===== config.mk =====
export PLATFORM = sky130hd
export DESIGN_NAME = adia_clk_sequencer
export DESIGN_NICKNAME = d
export VERILOG_FILES = /design/src/rtl/adia_pkg.sv /design/src/rtl/adia_ramp_step.sv /design/src/rtl/adia_clk_sequencer.sv
export SDC_FILE = /design/constraint.sdc
export NUM_CORES = 1
export LEC_CHECK = 0
export BUFFER_PORTS_ARGS = -buffer_cell sky130_fd_sc_hd__buf_4
export CORE_MARGIN = 2
export CORE_UTILIZATION = 58
export DETAILED_ROUTE_END_ITERATION = 8
export PLACE_DENSITY = 0.84
export SYNTH_ARGS = -nofsm -noshare
export SYNTH_HDL_FRONTEND = slang
export SYNTH_SLANG_ARGS = --single-unit

===== constraint.sdc =====
create_clock -name clk -period 6.98 [get_ports clk]
set_input_delay 0.349 -clock clk [delete_from_list [all_inputs] [get_ports clk]]
set_output_delay 0.349 -clock clk [all_outputs]
set_load 0.01 [all_outputs]

===== src/rtl/adia_pkg.sv =====
// Shared types and helpers for the adiabatic power-clock sequencer.
package adia_pkg;

    localparam int unsigned RAMP_W_DEF = 3;

    typedef enum logic [1:0] {
        IDLE    = 2'd0,
        CHARGE  = 2'd1,
        HOLD    = 2'd2,
        RECOVER = 2'd3
    } seq_state_e;

    // Full-rail code for a w-bit ramp.
    function automatic int unsigned cmax(input int unsigned w);
        return (32'd1 << w) - 32'd1;
    endfunction

    // LSB position of stage k inside a flattened per-stage code bus.
    function automatic int unsigned stage_slice(input int unsigned k, input int unsigned w);
        return k * w;
    endfunction

endpackage


===== src/rtl/adia_ramp_step.sv =====
// Per-stage saturating up/down ramp counter driving one charge-DAC code.
module adia_ramp_step
    import adia_pkg::*;
#(
    parameter int unsigned RAMP_W = RAMP_W_DEF
) (
    input  logic              clk,
    input  logic              rst,
    input  logic              inc,
    input  logic              dec,
    output logic [RAMP_W-1:0] code,
    output logic              at_max,
    output logic              at_zero
);

    localparam logic [RAMP_W-1:0] CMAX_C = RAMP_W'(cmax(RAMP_W));

    assign at_max  = (code == CMAX_C);
    assign at_zero = (code == '0);

    // Ramp register: steps by one, never wraps past either rail.
    always_ff @(posedge clk or posedge rst) begin
        if (rst) begin
            code <= '0;
        end else if (inc && !at_max) begin
            code <= code + RAMP_W'(1);
        end else if (dec && !at_zero) begin
            code <= code - RAMP_W'(1);
        end
    end

endmodule


===== src/rtl/adia_clk_sequencer.sv =====
// Power-clock sequencer for a retractile cascade of adiabatic logic stages.
// Charges stages 0..NSTAGE-1 in order, holds for the result, recovers in reverse.
// Optional macro ADIA_DWELL_EN inserts DWELL plateau cycles between stage ramps.
module adia_clk_sequencer
    import adia_pkg::*;
#(
    parameter int unsigned NSTAGE = 4,
    parameter int unsigned RAMP_W = RAMP_W_DEF,
    parameter int unsigned DWELL  = 2
) (
    input  logic                     clk,
    input  logic                     rst,
    input  logic                     op_valid,
    output logic                     op_ready,
    output logic                     in_latch,
    output logic [NSTAGE*RAMP_W-1:0] clkpos_code,
    output logic [NSTAGE*RAMP_W-1:0] clkneg_code,
    output logic                     result_valid,
    input  logic                     result_ack,
    output logic                     busy
);

    localparam int unsigned       SIDX_W = (NSTAGE > 1) ? $clog2(NSTAGE) : 1;
    localparam logic [RAMP_W-1:0] CMAX_C = RAMP_W'(cmax(RAMP_W));
    localparam logic [SIDX_W-1:0] LAST   = SIDX_W'(NSTAGE - 1);

    seq_state_e        state, state_nx;
    logic [SIDX_W-1:0] sidx, sidx_nx;
    logic [NSTAGE-1:0] inc_v, dec_v, at_max, at_zero;
    logic              in_latch_nx;
    logic              dwell_ok;
    logic              plateau;

`ifdef ADIA_DWELL_EN
    localparam int unsigned DW_W = (DWELL > 0) ? $clog2(DWELL + 1) : 1;

    logic [DW_W-1:0] dwell_cnt, dwell_nx;

    assign dwell_ok = (dwell_cnt == DW_W'(DWELL));

    // Plateau counter runs only while a finished stage waits for its neighbour.
    always_comb begin
        dwell_nx = plateau ? dwell_cnt + DW_W'(1) : '0;
    end

    // Plateau counter register.
    always_ff @(posedge clk or posedge rst) begin
        if (rst) begin
            dwell_cnt <= '0;
        end else begin
            dwell_cnt <= dwell_nx;
        end
    end
`else
    logic unused_dwell;

    assign dwell_ok     = 1'b1;
    assign unused_dwell = ^{DWELL, plateau};
`endif

    // Next-state logic and per-stage inc/dec steering from the stage index.
    always_comb begin
        state_nx = state;
        sidx_nx  = sidx;
        inc_v    = '0;
        dec_v    = '0;
        plateau  = 1'b0;
        case (state)
            IDLE: begin
                if (op_valid && op_ready) begin
                    state_nx = CHARGE;
                    sidx_nx  = '0;
                    inc_v[0] = 1'b1;
                end
            end
            CHARGE: begin
                if (!at_max[sidx]) begin
                    inc_v[sidx] = 1'b1;
                end else if (sidx == LAST) begin
                    state_nx = HOLD;
                end else if (dwell_ok) begin
                    sidx_nx        = sidx + SIDX_W'(1);
                    inc_v[sidx_nx] = 1'b1;
                end else begin
                    plateau = 1'b1;
                end
            end
            HOLD: begin
                if (result_ack) begin
                    state_nx    = RECOVER;
                    sidx_nx     = LAST;
                    dec_v[LAST] = 1'b1;
                end
            end
            RECOVER: begin
                if (!at_zero[sidx]) begin
                    dec_v[sidx] = 1'b1;
                end else if (sidx == '0) begin
                    state_nx = IDLE;
                end else if (dwell_ok) begin
                    sidx_nx        = sidx - SIDX_W'(1);
                    dec_v[sidx_nx] = 1'b1;
                end else begin
                    plateau = 1'b1;
                end
            end
            default: begin
                state_nx = IDLE;
            end
        endcase
        in_latch_nx = (state == IDLE) && (state_nx == CHARGE);
    end

    // State, stage index and registered handshake outputs.
    always_ff @(posedge clk or posedge rst) begin
        if (rst) begin
            state        <= IDLE;
            sidx         <= '0;
            op_ready     <= 1'b1;
            in_latch     <= 1'b0;
            result_valid <= 1'b0;
            busy         <= 1'b0;
        end else begin
            state        <= state_nx;
            sidx         <= sidx_nx;
            op_ready     <= (state_nx == IDLE);
            in_latch     <= in_latch_nx;
            result_valid <= (state_nx == HOLD);
            busy         <= (state_nx != IDLE);
        end
    end

    // One ramp counter per stage; the negative rail mirrors the positive one.
    for (genvar k = 0; k < NSTAGE; k++) begin : g_stage
        logic [RAMP_W-1:0] code;

        adia_ramp_step #(
            .RAMP_W (RAMP_W)
        ) u_step (
            .clk     (clk),
            .rst     (rst),
            .inc     (inc_v[k]),
            .dec     (dec_v[k]),
            .code    (code),
            .at_max  (at_max[k]),
            .at_zero (at_zero[k])
        );

        assign clkpos_code[stage_slice(k, RAMP_W) +: RAMP_W] = code;
        assign clkneg_code[stage_slice(k, RAMP_W) +: RAMP_W] = CMAX_C - code;
    end

endmodule


==> flow_summary.toml <==
[outcome]
outcome = "finished clean"

[synth]
synth_area_leader_cell = "dfrtp_1"
synth_edf_count = 0
syn_area_mm2 = 0.00150
synthArstFlopShare_pct = 100
synth_area_leaders = "dfrtp_1, inv_1, fa_1"
synth.top_cell.area_share_pct = 31.8
synth_nets = 166
postSynthCellCount = 152
synth_cell_types = 47
avgSynthCellArea_um2 = 9.84
ys_seq_area_share_pct = 33.5
ys_ff_latch = 20
yosysWarnings = 0
synthFlopType = "dfrtp_1"

[final_layout]
syn_to_final_growth_pct = 19.2
multi_input_area_um2 = 890
final_common_cell = "buf_4"
regArea_um2 = 502
final_cell_mix = "buf_4, inv_1, dfrtp_1"
antenna_cells = 0
drive_above_1_share_pct = 32.1
fill_cells = 181
fin_nets = 199
stdcell_area_mm2 = 0.00178

[clocking]
cts.path.max_buffers = 2
clk-insertion-delay-late_ns = 0.32
h-tree-depth = 1
path_clk_slew_ns = 0.13
cts.repair.resized = 0
cts_hold_buf = 0
cts_tree = "yes"
cts-root-buf = "clkbuf_4"
cts_buffers = 3
cts.sink_count = 20
post_cts_buffers = 0

[global_route]
antenna_found_initial = 0
grt_pass1_vias = 1153
grt_max_degree = 21
grt_pass1_wl_mm = 5.13
grt_usage_pct = 24.5
overflow = 0

[setup_path]
path_cells = "nand3_1, mux4_2, mux2i_2, or2_2, fa_1, or3_1, o22ai_1, xnor2_1"
crit_required_ns = 7.23
reg2reg_from = "g_stage[3].u_step.code[0]"
critPathKind = "reg2reg"
critPathMaxFanout = 9
worstSetupStartpointType = "register"
slowest_delay_ns = 0.67
worstRegToRegCells = 8
critPathBufInv = 0
cpLargestDelayFamily = "multiplexers"
r2r-end = "g_stage[1].u_step.code[2]"
crit_path_end_kind = "register"
ff2ff_setup_slack_ns = 3.93
critPathArrivalTime_ns = 3.31
critPathSlowestCell = "mux4_2"

[place]
hpwl_mm = 2.50
io_buffer_count = 31
post_dp_cell_area_mm2 = 0.00175
place.gp.congestion = 0.841

[floorplanning]
die-area_mm2 = 0.00300
ios = 32
coreArea_mm2 = 0.00245
start_util_pct = 61.0
fp-row-count = 18
die_w_um = 54.8
chipHeight_um = 54.8

[route]
routed_wl_mm = 3.20
drt_iter0_markers = 53
ant_nets = 0
vias_per_cell = 5.87
vias = 1256
drc = 0
wl_per_cell_um = 15.0
first_pass_iters = 4

[job]
cap_viol_max_count = 0

[sta]
slew_viol_final = 0
maxSlewHeadroom_pct = 47.4
rsz0062_at_grt = "false"
fin_setup_tns_ns = 0
finalCritPeriodShare_pct = 43.8
fin_crit_ns = 3.05
hold_viol = 0
setup_viol = 0
hold_slack_ns = 0.164
max_freq_mhz = 327
fin_skew_ns = 0.00989
tightest_slew_ns = 0.789

[min_path]
hp-class = "in2async"

[power_and_ir_drop]
p_leak_nw = 0.812
vdd_ir_drop_max_uv = 387
p_per_area_mw_per_mm2 = 545
flip-flops by register name (all words and copies together), names as in the netlist:
| register | cells |
|---|---|
| sidx | 2 |
| op_ready | 1 |
| result_valid | 1 |
| busy | 1 |
| in_latch | 1 |
| state | 2 |
| g_stage.u_step.code | 12 |
stage by stage:
step                utilization [%]  instances  setup WS (ns)  power [mW]
global placement               71.2        210           4.07       0.870
finish                         72.7        214           3.93       0.972
detailed placement             71.2        210           3.98       0.904
global route                   72.7        214           3.77        1.06
floorplan                         -        152           4.15       0.700
CTS                            72.7        214           3.94       0.978
worst max path at each step:
stage,from,end,slack (ns),cells past startpoint
finish,g_stage[3].u_step.code[0],g_stage[1].u_step.code[2],3.93,8
global placement,g_stage[3].u_step.code[0],g_stage[1].u_step.code[2],4.07,8
floorplan,g_stage[0].u_step.code[0],g_stage[2].u_step.code[2],4.15,8
CTS,g_stage[3].u_step.code[0],g_stage[1].u_step.code[2],3.94,8
global route,g_stage[3].u_step.code[0],g_stage[1].u_step.code[2],3.77,8
detailed placement,g_stage[3].u_step.code[0],g_stage[1].u_step.code[2],3.98,8
per-layer routing:
layer | global-route usage, % | vias up | part of all wire (%)
met5 | 0 | - | 0
met1 | 30.3 | 615 | 41
met2 | 42.1 | 46 | 52
li1 | - | 590 | -
met3 | 4.10 | 5 | 5.8
met4 | 9.58 | 0 | 1.6
layout make-up:
cell class / count / share of cell area [%]
Sequential cell: 20 / 28.1
Inverter: 23 / 4.84
Clock buffer: 4 / 2.03
Multi-Input combinational cell: 106 / 49.9
Timing Repair Buffer: 31 / 13.0
Tap cell: 30 / 2.10
worst reg2reg max path: stages (launching register included):
cell	delay [ns]
dfrtp_1	0.49
nand3_1	0.18
mux4_2	0.67
mux2i_2	0.24
or2_2	0.32
fa_1	0.39
or3_1	0.38
o22ai_1	0.18
xnor2_1	0.14
where the power goes:
group | switching (mW) | internal [mW] | leakage, nW
Combinational | 0.321 | 0.323 | 0.560
Clock | 0.0396 | 0.0319 | 0.0210
Sequential | 0.0856 | 0.170 | 0.231
Total | 0.447 | 0.525 | 0.812
logic make-up after synthesis:
family,after synthesis,share of synthesized area [%]
adders and majority gates,10,10.4
xor gates and xnor gates,6,3.51
DFF,20,33.5
AOI/OAI and AO/OA,26,13.5
buffers and inverters,26,7.02
and+or+nand+nor,49,16.6
muxes,15,15.5
Yosys cell counts (2+ instances only):
library cell	count
nand3_1	9
or3_1	2
mux2_4	4
mux4_2	2
mux2i_4	2
nand2_1	12
nor2_1	8
fa_1	4
nand4_1	2
o21ai_0	4
nor2b_1	2
clkbuf_1	2
nor3_1	6
mux2i_2	2
or2_2	3
inv_1	22
o211ai_1	2
dfrtp_1	19
a21oi_1	5
mux2_1	2
ha_1	6
xnor2_1	6
mux2i_1	2
Note: power is estimated with default switching activity, not from simulation.
